==> config.mk <==
export PLATFORM = sky130hd
export DESIGN_NAME = nibble_serial_subtractor
export DESIGN_NICKNAME = d
export VERILOG_FILES = /design/src/rtl/ee214_arith_pkg.sv /design/src/rtl/bla_sub_4bit.sv /design/src/rtl/nibble_serial_subtractor.sv
export SDC_FILE = /design/constraint.sdc
export NUM_CORES = 1
export LEC_CHECK = 0
export ABC_AREA = 1
export CAP_MARGIN = 40
export CORE_MARGIN = 2
export CORE_UTILIZATION = 44
export CTS_BUF_LIST = sky130_fd_sc_hd__clkbuf_16
export DETAILED_ROUTE_END_ITERATION = 16
export GPL_ROUTABILITY_DRIVEN = 0
export HOLD_SLACK_MARGIN = 0.12
export MAX_ROUTING_LAYER = met4
export PLACE_DENSITY = 0.69
export SYNTH_ARGS = -nofsm -noshare
export SYNTH_HDL_FRONTEND = slang
export SYNTH_HIERARCHICAL = 1
export SYNTH_SLANG_ARGS = --single-unit
==> constraint.sdc <==
create_clock -name clk -period 5 [get_ports clk]
set_clock_uncertainty 0.15 [all_clocks]
set_input_delay 1 -clock clk [delete_from_list [all_inputs] [get_ports clk]]
set_output_delay 1 -clock clk [all_outputs]
set_load 0.03 [all_outputs]
==> src/rtl/ee214_arith_pkg.sv <==
// rtl/ee214_arith_pkg.sv - shared state encoding and nibble width for the serial ALU blocks
package ee214_arith_pkg;

  localparam int NIBBLE_W = 4;

  typedef enum logic [1:0] {
    IDLE = 2'd0,
    RUN  = 2'd1,
    DONE = 2'd2
  } sub_state_e;

endpackage

==> src/rtl/bla_sub_4bit.sv <==
// rtl/bla_sub_4bit.sv - combinational 4-bit borrow-lookahead subtractor, d = x - y - bin
module bla_sub_4bit (
  input  logic [3:0] x,
  input  logic [3:0] y,
  input  logic       bin,
  output logic [3:0] d,
  output logic       bout
);

  logic [3:0] g;
  logic [3:0] p;
  logic [4:0] c;

  // Subtraction as x + ~y + ~bin; borrow is the inverted carry.
  assign g = x & ~y;
  assign p = x ^ ~y;

  assign c[0] = ~bin;
  assign c[1] = g[0] | (p[0] & c[0]);
  assign c[2] = g[1] | (p[1] & g[0]) | (p[1] & p[0] & c[0]);
  assign c[3] = g[2] | (p[2] & g[1]) | (p[2] & p[1] & g[0]) | (p[2] & p[1] & p[0] & c[0]);
  assign c[4] = g[3] | (p[3] & g[2]) | (p[3] & p[2] & g[1]) | (p[3] & p[2] & p[1] & g[0])
              | (p[3] & p[2] & p[1] & p[0] & c[0]);

  assign d    = p ^ c[3:0];
  assign bout = ~c[4];

endmodule

==> src/rtl/nibble_serial_subtractor.sv <==
// rtl/nibble_serial_subtractor.sv - nibble-serial A - B - BIN subtractor; SUB_OVERFLOW_FLAG_EN adds port v
module nibble_serial_subtractor
  import ee214_arith_pkg::*;
#(
  parameter int WIDTH = 16
) (
  input  logic             clk,
  input  logic             rst_n,
  input  logic             start,
  input  logic [WIDTH-1:0] a,
  input  logic [WIDTH-1:0] b,
  input  logic             bin,
  output logic             busy,
  output logic             done,
  output logic [WIDTH-1:0] diff,
  output logic             bout,
  output logic             zero
`ifdef SUB_OVERFLOW_FLAG_EN
  ,
  output logic             v
`endif
);

  localparam int N     = WIDTH / NIBBLE_W;
  localparam int IDX_W = (N > 1) ? $clog2(N) : 1;

  sub_state_e       state_q, state_d;
  logic [IDX_W-1:0] idx_q, idx_d;
  logic [WIDTH-1:0] a_q, a_d;
  logic [WIDTH-1:0] b_q, b_d;
  logic             borrow_q, borrow_d;
  logic [WIDTH-1:0] diff_q, diff_d;
  logic             bout_q, bout_d;
  logic             zero_q, zero_d;
`ifdef SUB_OVERFLOW_FLAG_EN
  logic             v_q, v_d;
`endif

  logic [NIBBLE_W-1:0] nib_a;
  logic [NIBBLE_W-1:0] nib_b;
  logic [NIBBLE_W-1:0] nib_d;
  logic                nib_bout;
  logic                last_nib;

  assign nib_a    = a_q[idx_q*NIBBLE_W +: NIBBLE_W];
  assign nib_b    = b_q[idx_q*NIBBLE_W +: NIBBLE_W];
  assign last_nib = (idx_q == IDX_W'(N - 1));

  bla_sub_4bit u_sub (
    .x    (nib_a),
    .y    (nib_b),
    .bin  (borrow_q),
    .d    (nib_d),
    .bout (nib_bout)
  );

  always_comb begin
    state_d  = state_q;
    idx_d    = idx_q;
    a_d      = a_q;
    b_d      = b_q;
    borrow_d = borrow_q;
    diff_d   = diff_q;
    bout_d   = bout_q;
    zero_d   = zero_q;
`ifdef SUB_OVERFLOW_FLAG_EN
    v_d      = v_q;
`endif
    case (state_q)
      IDLE: begin
        if (start) begin
          state_d  = RUN;
          a_d      = a;
          b_d      = b;
          borrow_d = bin;
          idx_d    = '0;
        end
      end
      RUN: begin
        diff_d[idx_q*NIBBLE_W +: NIBBLE_W] = nib_d;
        borrow_d = nib_bout;
        if (last_nib) begin
          state_d = DONE;
          idx_d   = '0;
          bout_d  = nib_bout;
          zero_d  = (diff_d == '0);
`ifdef SUB_OVERFLOW_FLAG_EN
          v_d     = (a_q[WIDTH-1] != b_q[WIDTH-1]) && (diff_d[WIDTH-1] != a_q[WIDTH-1]);
`endif
        end else begin
          idx_d = idx_q + 1'b1;
        end
      end
      DONE:    state_d = IDLE;
      default: state_d = IDLE;
    endcase
  end

  always_ff @(posedge clk or negedge rst_n) begin
    if (!rst_n) begin
      state_q  <= IDLE;
      idx_q    <= '0;
      a_q      <= '0;
      b_q      <= '0;
      borrow_q <= 1'b0;
      diff_q   <= '0;
      bout_q   <= 1'b0;
      zero_q   <= 1'b0;
`ifdef SUB_OVERFLOW_FLAG_EN
      v_q      <= 1'b0;
`endif
    end else begin
      state_q  <= state_d;
      idx_q    <= idx_d;
      a_q      <= a_d;
      b_q      <= b_d;
      borrow_q <= borrow_d;
      diff_q   <= diff_d;
      bout_q   <= bout_d;
      zero_q   <= zero_d;
`ifdef SUB_OVERFLOW_FLAG_EN
      v_q      <= v_d;
`endif
    end
  end

  assign busy = (state_q == RUN) || (state_q == DONE);
  assign done = (state_q == DONE);
  assign diff = diff_q;
  assign bout = bout_q;
  assign zero = zero_q;
`ifdef SUB_OVERFLOW_FLAG_EN
  assign v    = v_q;
`endif

endmodule
==> results by group <==
Run status
  • Outcome: complete, no violations

Clocking
  • Root Buffer: clkbuf_16
  • Post-CTS setup buffer count: 0
  • Hold_buf cts: 0
  • CTS resizes: 0
  • H-tree levels: 2
  • Clock slew at reported path FFs: 0.07 ns
  • Clock latency on the worst-skew pair: 0.29 ns
  • Num CTS Buffers: 5
  • CTS tree: done
  • CTS Buffer Depth: 2
  • Clock sink total: 55

Timing
  • Final Hold Vio Count: 0
  • Finish-stage setup viols: 0
  • Final Critical Period: 3.203 ns
  • Least-Margin Pin Slew: 0.6784 ns
  • Max Clk Rate: 312.2 MHz
  • Max_slew headroom: 0.5477
  • Final TNS setup: 0 ns
  • Crit share post-route: 0.6406
  • RSZ-0062 raised after global routing: false
  • Max Slew Vio Count: 0

Routing
  • Via count: 2472
  • Routed Antenna Nets: 0
  • Final WL: 6309 um
  • Initial detailed-routing violation count: 205
  • Pre-antenna DRT Iters: 4
  • # DRC: 0
  • Per-cell routed wire length: 13.14 um
  • Vias per cell: 5.150

Final layout
  • N_diodes: 0
  • Share of cells above drive strength 1: 0.04750
  • Nets: 449
  • Final design utilization: 0.5669
  • Most common cell after layout, fill and taps aside: nand2_1
  • Area Overhead vs Synth: 26.86%
  • Commonest non-fill, non-tap cells in the layout: nand2_1 (78), dfrtp_1 (55), clkdlybuf4s50_1 (54), nor2_1 (50), mux2_1 (30)

Critical path
  • RR Endpoint: zero
  • Crit-path max FO: 24
  • Cell Chain, Critical Path: buf_4 -> inv_1 -> o21ai_0 -> o22ai_1 -> inv_1 -> ha_1 -> or2_2 -> nand2_1 -> nand2_1 -> nand2_1 -> nand2_1 -> nand2_1 -> nor2_1 -> nand2_1 -> nand2_1 -> nor2_1 -> nand2_1 -> nor2_1 -> nand2_1 -> nand2_1
  • Crit path max-delay family: simple AND/OR/NAND/NOR gates
  • WP depth: 20
  • Startpoint types: register
  • R2r startpoint: idx_q[0]
  • Critical path origin: idx_q[0]
  • Crit Path Category: reg -> reg
  • Crit path capture: zero
  • Most common cell type on the critical path: nand2_1
  • CP peak stage delay: 0.47 ns
  • Critical path buffer and inverter count: 3
  • R2R depth: 20
  • Worst R2R Setup Slack: 1.80 ns
  • Crit path DAT: 3.29 ns
  • WP data required: 5.08 ns
  • Kind of end point of the critical path: register
  • CP max-delay cell: inv_1

Place
  • Post-DP HPWL: 4655 um
  • Port-buffer cells: 55

Synth
  • Syn Area/Cell: 8.678 sq um
  • Distinct cells, synth: 25
  • #FFs+latches synth: 55
  • Yosys warnings: 6
  • Post-Syn Instances: 344
  • Synth top area cells: dfrtp_1 (46%), mux2_1 (11%), nand2_1 (9.8%)
  • Area leader, netlist: dfrtp_1
  • Post-synthesis sequential area ratio: 0.4610
  • Synth Net Count: 394
  • Post-synth top area share: 0.4610
  • Mapped cell area: 0.002985 sq mm

Floorplanning
  • I/O pins: 56
  • Cell row count: 30
  • Die area: 0.007460 sq mm
  • Die width: 86.37 um
  • Initial Util: 0.4468
  • Total core area: 0.006681 sq mm
  • Die H: 86.37 um

Hold path
  • Worst min-delay path class: reg -> reg

GRT
  • Vias in the first global route: 2446
  • Total GRT Usage: 0.1942
  • Global-route wire length before repair: 11310 um
  • Remaining Overflow, GRT: 0
  • Largest net degree at the start of global routing: 56
  • Initial antenna violation count: 0

Power
  • Static Leak: 1.762 nW
  • Switching Share: 0.4416
  • Clock power frac: 0.155
  • Sw Pwr: 1.154 mW
  • Power per Cell Area: 689.7 mW/mm^2
  • P_int: 1.459 mW
  • Comb pwr share: 0.549
  • Peak supply drop: 0.3130 mV
  • Sequential Power Share: 0.297

Run
  • Maxcap violations: 0
[cell families after synthesis]
kind of cell,Yosys count,synth area share
AO/OA/AOI/OAI,50,0.09304
XOR/XNOR,1,0.002934
adder cells (fa/ha/maj),14,0.06119
buffers and inverters,43,0.06244
flip-flops,55,0.4610
multiplexers,32,0.1207
AND/OR/NAND/NOR,149,0.1987
[cell usage after synthesis]
cell type	instances
nand2_1	78
mux2_2	2
buf_4	1
inv_2	2
fa_1	1
dfrtp_1	55
clkinv_1	1
xnor2_1	1
o21bai_1	1
nand3_2	1
a31oi_1	12
nand3_1	18
o22ai_1	8
or2_2	1
nor2_1	50
o21ai_0	23
buf_6	2
nand4_1	1
o21ai_1	4
inv_1	29
buf_2	5
ha_1	13
clkbuf_1	3
mux2_1	30
a21oi_1	2
[layout make-up]
type	instances	area (sq um)
Fill cell	617	2894
Multi-Input combinational cell	246	1423
Sequential cell	55	1376
Timing Repair Buffer	59	595.6
Clock buffer	5	125.1
Inverter	32	120.1
Tap cell	80	100.1
Clock inverter	3	47.55
[registers in the layout, summed over array words and instances, names as in the netlist]
register and cells:
a_q 16, b_q 16, borrow_q 1, bout 1, diff 16, idx_q 2, state_q 2, zero 1
[through the flow]
step                      total power [mW]  instance area (sq um)  hold WS [ns]  cells  worst slack (ns)
after floorplan                      1.818                   2985        0.3087    344             2.332
after global placement               2.142                   3587        0.3219    471             1.967
after detailed placement             2.212                   3615        0.3311    472             1.828
after CTS                            2.618                   3787        0.3472    480             1.801
after global routing                 2.859                   3787        0.3678    480             1.390
final                                2.612                   3787        0.3449    480             1.797
[worst min-delay path by stage]
stage            start  endpoint  cells after the start
2_1_floorplan  a_q[10]   a_q[10]                      1
3_3_place_gp   b_q[11]   b_q[11]                      1
3_5_place_dp    a_q[4]    a_q[4]                      1
4_1_cts         a_q[4]    a_q[4]                      1
5_1_grt        b_q[10]   b_q[10]                      1
6_report        a_q[4]    a_q[4]                      1
[metal layers]
layer | GRT usage | vias up | share of wire
met3 | 0.03524 | 10 | 0.040
met1 | 0.2523 | 1164 | 0.46
met2 | 0.3126 | 57 | 0.49
met5 | - | - | 0
li1 | - | 1241 | -
met4 | 0.05682 | 0 | 0.014
[power by group through the flow]
| stage | Sequential, mW | Clock, mW | Combinational, mW |
|---|---|---|---|
| floorplan | 0.830 | 0 | 0.988 |
| global placement | 0.778 | 0 | 1.36 |
| detailed placement | 0.784 | 0 | 1.43 |
| CTS | 0.776 | 0.408 | 1.43 |
| global route | 0.802 | 0.431 | 1.63 |
| finish | 0.775 | 0.404 | 1.43 |
(Power assumes the default switching activity.)
